$ cat src/rtl/fifo_fwft_flags_pkg.sv
// fifo_fwft_flags_pkg: shared read-mode constants and parameter legality helper
package fifo_fwft_flags_pkg;
  localparam int FIFO_MODE_STD = 0;
  localparam int FIFO_MODE_FWFT = 1;
  function automatic bit params_ok(int add_wd, int depth, int fwft, int afull_th, int aempty_th);
    return depth >= 2 && depth <= (1 << add_wd) && (fwft == FIFO_MODE_STD || fwft == FIFO_MODE_FWFT) &&
           afull_th >= 1 && afull_th <= depth && aempty_th >= 0 && aempty_th <= depth - 1;
  endfunction
endpackage

$ cat src/rtl/fifo_fwft_flags_if.sv
// fifo_fwft_flags_if: producer/consumer side signals of the fifo
interface fifo_fwft_flags_if #(
  parameter int add_wd = 4,
  parameter int data_wd = 32
);
  logic flush;
  logic wr;
  logic [data_wd-1:0] wr_data;
  logic rd;
  logic [data_wd-1:0] rd_data;
  logic rd_valid;
  logic full;
  logic empty;
  logic almost_full;
  logic almost_empty;
  logic [add_wd:0] count;
  logic overflow;
  logic underflow;
  modport master (
    output flush, wr, wr_data, rd,
    input rd_data, rd_valid, full, empty, almost_full, almost_empty, count, overflow, underflow
  );
  modport slave (
    input flush, wr, wr_data, rd,
    output rd_data, rd_valid, full, empty, almost_full, almost_empty, count, overflow, underflow
  );
endinterface

$ cat src/rtl/fifo_fwft_flags_wrap_ptr.sv
// fifo_wrap_ptr: pointer counting 0..depth-1 with explicit wrap and sync clear
module fifo_wrap_ptr #(
  parameter int add_wd = 4,
  parameter int depth = 16
) (
  input  logic              clk,
  input  logic              rst,
  input  logic              clr,
  input  logic              inc,
  output logic [add_wd-1:0] ptr
);
  logic [add_wd-1:0] ptr_q, ptr_d;
  // next pointer: clear wins, then wrap at depth-1 (no power-of-two assumption)
  always_comb ptr_d = clr ? '0 : !inc ? ptr_q : (ptr_q == add_wd'(depth - 1)) ? '0 : ptr_q + add_wd'(1);
  // pointer register
  always_ff @(posedge clk or posedge rst)
    if (rst) ptr_q <= '0;
    else ptr_q <= ptr_d;
  assign ptr = ptr_q;
endmodule

$ cat src/rtl/fifo_fwft_flags.sv
// fifo_fwft_flags: single-clock fifo with std/fwft read, programmable flags and sticky errors
module fifo_fwft_flags
  import fifo_fwft_flags_pkg::*;
#(
  parameter int add_wd = 4,
  parameter int data_wd = 32,
  parameter int depth = 16,
  parameter int fwft = 0,
  parameter int afull_th = 12,
  parameter int aempty_th = 2
) (
  input logic clk,
  input logic rst,
  fifo_fwft_flags_if.slave bus
);
  localparam bit fwft_mode = (fwft == FIFO_MODE_FWFT);
  if (!params_ok(add_wd, depth, fwft, afull_th, aempty_th)) begin : g_bad_params
    $error("fifo_fwft_flags: illegal depth/fwft/threshold parameters");
  end
  logic [data_wd-1:0] mem [depth];
  logic [add_wd-1:0] rd_ptr, wr_ptr;
  logic [add_wd:0] count_q, count_d;
  logic ovf_q, ovf_d, udf_q, udf_d, rdv_q, rdv_d;
  logic [data_wd-1:0] rdd_q, rdd_d;
  logic full, empty, wr_acc, rd_acc;
  assign full = count_q == (add_wd+1)'(depth);
  assign empty = count_q == '0;
  assign wr_acc = bus.wr && !full && !bus.flush;
  assign rd_acc = bus.rd && !empty && !bus.flush;
  fifo_wrap_ptr #(.add_wd(add_wd), .depth(depth)) u_rd_ptr (
    .clk(clk), .rst(rst), .clr(bus.flush), .inc(rd_acc), .ptr(rd_ptr)
  );
  fifo_wrap_ptr #(.add_wd(add_wd), .depth(depth)) u_wr_ptr (
    .clk(clk), .rst(rst), .clr(bus.flush), .inc(wr_acc), .ptr(wr_ptr)
  );
  // next state: flush clears everything except rd_data; errors are sticky otherwise
  always_comb begin
    count_d = bus.flush ? '0 : count_q + {{add_wd{1'b0}}, wr_acc} - {{add_wd{1'b0}}, rd_acc};
    ovf_d = !bus.flush && (ovf_q || (bus.wr && full));
    udf_d = !bus.flush && (udf_q || (bus.rd && empty));
    rdv_d = rd_acc && !fwft_mode;
    rdd_d = (rd_acc && !fwft_mode) ? mem[rd_ptr] : rdd_q;
  end
  // control and registered read data
  always_ff @(posedge clk or posedge rst)
    if (rst) begin
      count_q <= '0;
      ovf_q <= 1'b0;
      udf_q <= 1'b0;
      rdv_q <= 1'b0;
      rdd_q <= '0;
    end else begin
      count_q <= count_d;
      ovf_q <= ovf_d;
      udf_q <= udf_d;
      rdv_q <= rdv_d;
      rdd_q <= rdd_d;
    end
  // storage array, intentionally not reset
  always_ff @(posedge clk)
    if (wr_acc) mem[wr_ptr] <= bus.wr_data;
  assign bus.rd_data = fwft_mode ? mem[rd_ptr] : rdd_q;
  assign bus.rd_valid = fwft_mode ? !empty : rdv_q;
  assign bus.full = full;
  assign bus.empty = empty;
  assign bus.almost_full = count_q >= (add_wd+1)'(afull_th);
  assign bus.almost_empty = count_q <= (add_wd+1)'(aempty_th);
  assign bus.count = count_q;
  assign bus.overflow = ovf_q;
  assign bus.underflow = udf_q;
endmodule

$ cat src/flat_wrapper.sv
// flat-port wrapper written by rule: the top's interface ports become plain ports
module fifo_fwft_flags_flat import fifo_fwft_flags_pkg::*;
#(
  parameter int add_wd = 4,
  parameter int data_wd = 32,
  parameter int depth = 16,
  parameter int fwft = 0,
  parameter int afull_th = 12,
  parameter int aempty_th = 2
)
  (clk, rst, bus_flush, bus_wr, bus_wr_data, bus_rd, bus_rd_data, bus_rd_valid, bus_full, bus_empty, bus_almost_full, bus_almost_empty, bus_count, bus_overflow, bus_underflow);
  fifo_fwft_flags_if #(.add_wd(add_wd), .data_wd(data_wd)) bus_i ();
  input logic clk;
  input logic rst;
  input wire logic [$bits(bus_i.flush)-1:0] bus_flush;
  input wire logic [$bits(bus_i.wr)-1:0] bus_wr;
  input wire logic [$bits(bus_i.wr_data)-1:0] bus_wr_data;
  input wire logic [$bits(bus_i.rd)-1:0] bus_rd;
  output wire logic [$bits(bus_i.rd_data)-1:0] bus_rd_data;
  output wire logic [$bits(bus_i.rd_valid)-1:0] bus_rd_valid;
  output wire logic [$bits(bus_i.full)-1:0] bus_full;
  output wire logic [$bits(bus_i.empty)-1:0] bus_empty;
  output wire logic [$bits(bus_i.almost_full)-1:0] bus_almost_full;
  output wire logic [$bits(bus_i.almost_empty)-1:0] bus_almost_empty;
  output wire logic [$bits(bus_i.count)-1:0] bus_count;
  output wire logic [$bits(bus_i.overflow)-1:0] bus_overflow;
  output wire logic [$bits(bus_i.underflow)-1:0] bus_underflow;
  assign bus_i.flush = bus_flush;
  assign bus_i.wr = bus_wr;
  assign bus_i.wr_data = bus_wr_data;
  assign bus_i.rd = bus_rd;
  assign bus_rd_data = bus_i.rd_data;
  assign bus_rd_valid = bus_i.rd_valid;
  assign bus_full = bus_i.full;
  assign bus_empty = bus_i.empty;
  assign bus_almost_full = bus_i.almost_full;
  assign bus_almost_empty = bus_i.almost_empty;
  assign bus_count = bus_i.count;
  assign bus_overflow = bus_i.overflow;
  assign bus_underflow = bus_i.underflow;
  fifo_fwft_flags #(.add_wd(add_wd), .data_wd(data_wd), .depth(depth), .fwft(fwft), .afull_th(afull_th), .aempty_th(aempty_th)) u_core (.clk(clk), .rst(rst), .bus(bus_i));
endmodule
$ cat config.mk
export PLATFORM = sky130hd
export DESIGN_NAME = fifo_fwft_flags_flat
export DESIGN_NICKNAME = d
export VERILOG_FILES = /design/src/rtl/fifo_fwft_flags_pkg.sv /design/src/rtl/fifo_fwft_flags_if.sv /design/src/rtl/fifo_fwft_flags_wrap_ptr.sv /design/src/rtl/fifo_fwft_flags.sv /design/src/flat_wrapper.sv
export SDC_FILE = /design/constraint.sdc
export NUM_CORES = 1
export LEC_CHECK = 0
export CAP_MARGIN = 30
export CORE_UTILIZATION = 49
export DETAILED_ROUTE_END_ITERATION = 8
export PLACE_DENSITY = 0.66
export SLEW_MARGIN = 5
export SYNTH_ARGS = -nofsm -noshare
export SYNTH_HDL_FRONTEND = slang
export SYNTH_SLANG_ARGS = --single-unit
$ cat constraint.sdc
create_clock -name clk -period 7.8 [get_ports clk]
set_input_delay 0.78 -clock clk [delete_from_list [all_inputs] [get_ports clk]]
set_output_delay 0.78 -clock clk [all_outputs]
set_load 0.02 [all_outputs]
==> impl_results.md, run 1 <==
* Synth Area in XOR/XNOR at 0.00203
* Overall Global Routing Usage at 0.213
* Synth Instances at 1076
* Hold Buf Count CTS at 0
* Io pins at 81
* Die height at 212 µm
* CP Data Required Time at 8.28 ns
* # rows at 76
* CTS Root Buffer Type: clkbuf_16
* Grt ovf at 0
* Worst Setup Start Kind: input pin
* Status: completed
* Yosys top cell area share at 0.713
* DP Cell Count at approximately 1700
* DRT Pass-1 Iters at 5
* Final worst slack at 3.96 ns
* Final TNS setup at 0 ns
* Final WL at 45.9 mm
* Synth area leaders: edfxtp_1, mux4_2, dfrtp_1
* Synth Area in Simple Gates at 0.0442
* Final Max Slew Viols at 0
* Slew headroom at 0.328
* Final setup violation count at 0
* Htree depth at 2
* Final Cycle Share at 0.493
* TritonCTS clock tree: done
* CTS buffer count at 55
* RSZ-0062 raised after global routing: false
* Worst Path Max Fanout at 33
* DRT antenna net count at 0
* Largest family of logic cells by synthesized area: multiplexers
* Core ar. at around 0.043 mm²
* Vias in the first global route at 11000
* First-pass GRT wire length at 69.0 mm
* Leak pwr at 8.03 nW
* FFs w/ async S/R, synth at 0.0857
* Hold Crit Start: u_core.bus.rd_data[22]
* Max Clock Skew at between 0.02 and 0.025 ns
* Total Power at 7.38 mW
* Fin. Hold Viols at 0
* Synth Area in Adders at 0.00963
* Post-DP HPWL at 25.2 mm
* PD cells at slightly below 300 mW/mm²
* Post-cts gate resize count at 0
* Post-route design area at around 0.025 mm²
* Maxcap violations at 0
* Initial antenna violation count at 3
* Mux contribution to synthesized area at 0.130
* Maximum clock frequency at 0.260 GHz
* Mapped Area at 0.0216 mm²
* HP Class: reg2reg
* Top cell type by total area after synthesis: edfxtp_1
* Seq/Total Area, Yosys at 0.769
* Setup CP Type: in2reg
* Synth cell types at 43
* Slew @ Worst Pin at around 1.0 ns
* Clock Path Buffers at 3
* Pre-CTS setup slack at around 3.4 ns
* Diode count at 0
* Worst VDD drop at a little over 0.2 mV
* Worst-Skew Late Latency at about 0.61 ns
* CTS Sinks at 560
* Pin count of the biggest net entering global routing at 60
* Min Clock Period, post-route at 3.84 ns
* Layout area overhead at 16.8%
* DRC errors left at 0
* Worst R2R Start: u_core.bus.count[2]
* Layout Cells excl Fill at 1826
* Syn_nets at 1129
* Port Buffers at 80
* Clock-pin slew on the worst setup and hold paths at ~0.060 ns
* Mapped Avg Cell Area at 20.0 µm²
* Synth Warn # at 0
* Iter 0 DRT Violations at 883
* WP data arrival at 4.32 ns
* Yosys reg bits at 560
* Routed WL per cell at 25.1 µm
* Number of enable flip-flop cells after synthesis at 512
* Via count at 10600
* Share of cells above drive strength 1 at 0.200
* Top FF cell, synth: edfxtp_1
* Crit. Startpoint: bus_flush
* GPL Wtd Cong at 0.760
* Starting Density at 0.498
* Nets at 1247
* Width of the die at about 210 µm
* Full die area at 0.0448 mm²
* Postcts setup bufs at 0
* CP endpoint kind: flop
* Post-synthesis compound-gate area fraction at 0.0286
* Placed Area at 0.0232 mm²
* Via-to-Cell Ratio at 5.79
## state kept, by name, indices dropped and copies added, names as in the netlist
signal,flops
u_core.mem,512
u_core.bus.rd_data,32
u_core.bus.count,5
u_core.u_rd_ptr.ptr,4
u_core.u_wr_ptr.ptr,4
u_core.bus.overflow,1
u_core.bus.rd_valid,1
u_core.bus.underflow,1
## path summary, 6_finish.rpt
check                      slack [ns]  cells after the start                      to
setup / recovery                 3.96                     14     u_core.bus.count[4]
hold / removal                   0.51                      2  u_core.bus.rd_data[22]
setup reg to reg                 4.02                     14     u_core.bus.count[4]
hold reg to reg                  0.51                      2  u_core.bus.rd_data[22]
max in group asynchronous        6.47                      3  u_core.u_rd_ptr.ptr[2]
min in group asynchronous        0.73                      3  u_core.bus.rd_data[30]
## cells in the final DEF, fill, tap and decap left out, drive strengths merged, types with 7 or more instances in the layout
master / n
nand4b: 15
inv: 15
nor3: 7
clkdlybuf4s50: 80
buf: 38
nand2: 60
nand3: 36
a22oi: 66
clkinv: 19
bufinv: 9
and3: 15
nor2: 23
dfrtp: 48
clkbuf: 73
mux2i: 69
ha: 15
a21oi: 10
mux4: 94
edfxtp: 512
## critical path, cell delays in order
cell	delay (ns)
clkdlybuf4s50_1	0.45
buf_4	0.22
nand2b_1	0.49
nand2b_4	0.66
inv_4	0.22
ha_1	0.33
inv_1	0.06
ha_1	0.15
inv_1	0.06
fa_1	0.42
o21bai_1	0.18
a21oi_1	0.10
xnor2_1	0.13
nor2_1	0.05
## power breakdown
part	total, mW	switching (mW)	leakage, nW	internal [mW]
sequential	3.51	0.0954	5.22	3.41
combinational	1.12	0.616	1.88	0.503
clock	2.75	1.09	0.929	1.65
total	7.38	1.81	8.03	5.57
## final cells by class
cell class | instances | area [µm²]
tap | 585 | 732
inverter | 14 | 60.1
sequential | 560 | 16600
timing repair buffer | 118 | 1150
fill | 3172 | 18100
clock buffer | 73 | 1510
multi-input combinational | 445 | 4760
clock inverter | 31 | 393
## cell families (layout without fill, tap and decap cells)
kind of cell	after synthesis	count (layout)
xor+xnor	5	5
buf+inv	71	236
mux	163	163
simple gates	176	176
fa+ha+maj	16	16
flops	560	560
compound gates	85	85
## per-stage QoR
| stage | hold WS (ns) | utilization |
|---|---|---|
| final | 0.506 | 0.582 |
| after global routing | 0.546 | 0.582 |
| after CTS | 0.509 | 0.581 |
| after detailed placement | 0.496 | 0.537 |
| after global placement | 0.489 | 0.536 |
| after floorplan | 0.563 | - |
## metal layers
metal / up-vias / global-route usage / part of all wire / wire [µm]
met5: - / 0 / 0.00087 / 40
met4: 6 / 0.0717 / 0.027 / 1250
met3: 86 / 0.0484 / 0.059 / 2700
met2: 325 / 0.357 / 0.50 / 22800
met1: 5554 / 0.276 / 0.42 / 19100
li1: 4610 / - / - / -
## Yosys cell counts, types with 2 or more instances
library cell and n:
a21o_1 2, a21oi_1 10, a22oi_1 66, a311o_1 2
and3_1 15, buf_1 3, buf_2 30, buf_4 5
buf_6 3, clkbuf_1 15, dfrtp_1 48, edfxtp_1 512
ha_1 15, inv_1 12, mux2i_1 69, mux4_2 94
nand2_1 60, nand2b_1 4, nand3_1 36, nand4b_1 15
nor2_1 23, nor2b_1 5, nor3_1 5, nor3_2 2
nor4b_4 2, o21ai_0 2, o21bai_1 2, xnor2_1 3
xor2_1 2
Power figures use the tool's default switching activity.
==> run 2, diff against run 1 <==
clock period = 3.63 ns   (was 7.8 ns; I/O delays follow)
==> impl_results.md, run 2 (same netlist as run 1, synthesis figures left out) <==
* Max Clock Skew at 0.0152 ns (-0.00628 ns)
* Die height at 212 µm (unchanged)
* CP delay by family, top: buffers and inverters
* CP endpoint kind: output port
* DRT antenna net count at 0 (unchanged)
* Share of cells above drive strength 1 at 0.206 (+0.00593)
* Fillcell total at 3178 (+0.19%)
* CP Data Required Time at 3.27 ns (-5.01 ns)
* DRC errors left at 0 (unchanged)
* Maximum clock frequency at 0.320 GHz
* Initial antenna violation count at 0 (-3)
* Worst VDD drop at 0.428 mV (+110%)
* First-pass GRT wire length at 67.5 mm (-2.1%)
* Via-to-Cell Ratio at 5.68 (-1.9%)
* Vias in the first global route at 10900 (-1.7%)
* Hold Buf Count CTS at 0 (unchanged)
* WP data arrival at 2.76 ns (-1.56 ns)
* Layout area overhead at 17.4%
* CTS Sinks at 560 (unchanged)
* Pre-CTS setup slack at 0.516 ns (-2.85 ns)
* Setup CP Type: reg2out
* GR Layer Usage met1 at 0.283 (+0.00677)
* Layout Cells excl Fill at 1834 (+0.44%)
* Largest register by flop count: u_core.mem
* Starting Density at 0.498 (unchanged)
* Diode count at 0 (unchanged)
* Clock Path Buffers at 3 (unchanged)
* Fin. Hold Viols at 0 (unchanged)
* Global route hottest layer: met2
* Htree depth at 2 (unchanged)
* Iter 0 DRT Violations at 807 (-8.6%)
* Via count at 10400 (-1.5%)
* Min Clock Period, post-route at between 3 and 4 ns
* Postcts setup bufs at 0 (unchanged)
* Commonest non-fill, non-tap cells in the layout: edfxtp_1, mux4_2, clkdlybuf4s50_1
* GR Util met2 at 0.337 (-0.0194)
* Final Cycle Share at 0.860
* Met3 usage at 0.0323 (-0.0160)
* Final Max Slew Viols at 0 (unchanged)
* # rows at 76 (unchanged)
* Slew headroom at 0.392 (+0.0635)
* Grt ovf at 0 (unchanged)
* Worst Path Max Fanout at 8 (-76%)
* RSZ-0062 raised after global routing: false
* Core ar. at 0.0433 mm² (unchanged)
* Most common cell after layout, fill and taps aside: edfxtp_1
* PD cells at 624 mW/mm² (+110%)
* Maxcap violations at 0 (unchanged)
* Width of the die at 212 µm (unchanged)
* Status: completed
* Final setup violation count at 0 (unchanged)
* DP Cell Count at 1731 (+0.70%)
* Critical path's slowest cell: clkdlybuf4s50_1
* TritonCTS clock tree: done
* Crit-path cells: inv_1 > ha_1 > or4b_1 > inv_6 > clkdlybuf4s50_1
* Io pins at 81 (unchanged)
* Routed WL per cell at 23.8 µm (-5.2%)
* Final worst slack at 0.507 ns (-3.45 ns)
* Crit path buf inv count at 3 (-2)
* Post-cts gate resize count at 0 (unchanged)
* Full die area at 0.0448 mm² (unchanged)
* Final TNS setup at 0 ns (unchanged)
* Leak pwr at 8.08 nW (+0.58%)
* Nets at 1257 (+0.80%)
* CTS Root Buffer Type: clkbuf_16
* Port Buffers at 80 (unchanged)
* DRT Pass-1 Iters at 4 (-1)
* Area of the multi-input gates at 0.00478 mm² (+0.34%)
* CTS buffer count at 55 (unchanged)
* Overall Global Routing Usage at 0.204 (-0.00864)
* Final WL at 43.7 mm (-4.8%)
* Max reg flops at 512 (unchanged)
* Worst Setup Start Kind: flop
* Worst stage delay on the critical path at 0.63 ns (-0.03 ns)
* Reg area at 0.0166 mm² (unchanged)
* Pin count of the biggest net entering global routing at 63 (+5.0%)
* HP Class: in2async
* Slew @ Worst Pin at 0.908 ns (-0.0991 ns)
* Worst-Skew Late Latency at 0.59 ns (-0.02 ns)
* Clock-pin slew on the worst setup and hold paths at 0.06 ns (about the same)
* GPL Wtd Cong at 0.745 (-2.0%)
* Post-DP HPWL at 26.1 mm (+3.6%)
-- run 2: final timing paths --
kind | start | endpoint | slack, ns | cells after the start
max | u_core.bus.count[2] | bus_empty | 0.51 | 5
min | rst | u_core.bus.rd_data[1] | 0.32 | 3
max reg2reg | u_core.bus.count[2] | u_core.bus.count[4] | 0.53 | 14
min reg2reg | u_core.bus.overflow | u_core.bus.overflow | 0.51 | 2
max in group asynchronous | rst | u_core.u_rd_ptr.ptr[2] | 2.71 | 3
min in group clk | bus_wr | u_core.bus.overflow | 0.45 | 3
-- run 2: routing by layer --
| metal | vias up | part of all wire | wire [µm] |
|---|---|---|---|
| met4 | 0 | 0.021 | 912 |
| met2 | 264 | 0.50 | 21900 |
| met5 | - | 0 | 0 |
| li1 | 4638 | - | - |
| met3 | 65 | 0.048 | 2080 |
| met1 | 5454 | 0.43 | 18800 |
-- run 2: final cells by class --
class | count | area share
multi-input cells | 445 | 0.189
repair buffers | 128 | 0.0501
clock buffers | 73 | 0.0615
flip-flops and latches | 560 | 0.655
inverters | 14 | 0.00237
well taps | 585 | 0.0289
clock inverters | 29 | 0.0135
-- run 2: tightest hold or removal path, delay by kind of cell --
kind / cells / cell delay [ns]
buffers and inverters: 3 / 1.06
-- run 2: per-stage QoR --
stage                     cell area [µm²]  hold WS, ns  total power, mW   util
final                               25300        0.316             15.8  0.585
after global routing                25300        0.395             16.4  0.585
after CTS                           25300        0.334             16.0  0.585
after detailed placement            23400        0.493             10.1  0.541
after global placement              23400        0.498             10.1  0.541
after floorplan                     21600        0.462             9.07      -
-- run 2: power breakdown --
group          leakage, nW  switching (mW)  total (mW)  internal (mW)
sequential            5.22           0.259        7.60           7.34
combinational         1.92            1.26        2.33           1.07
clock                0.936            2.31        5.87           3.57
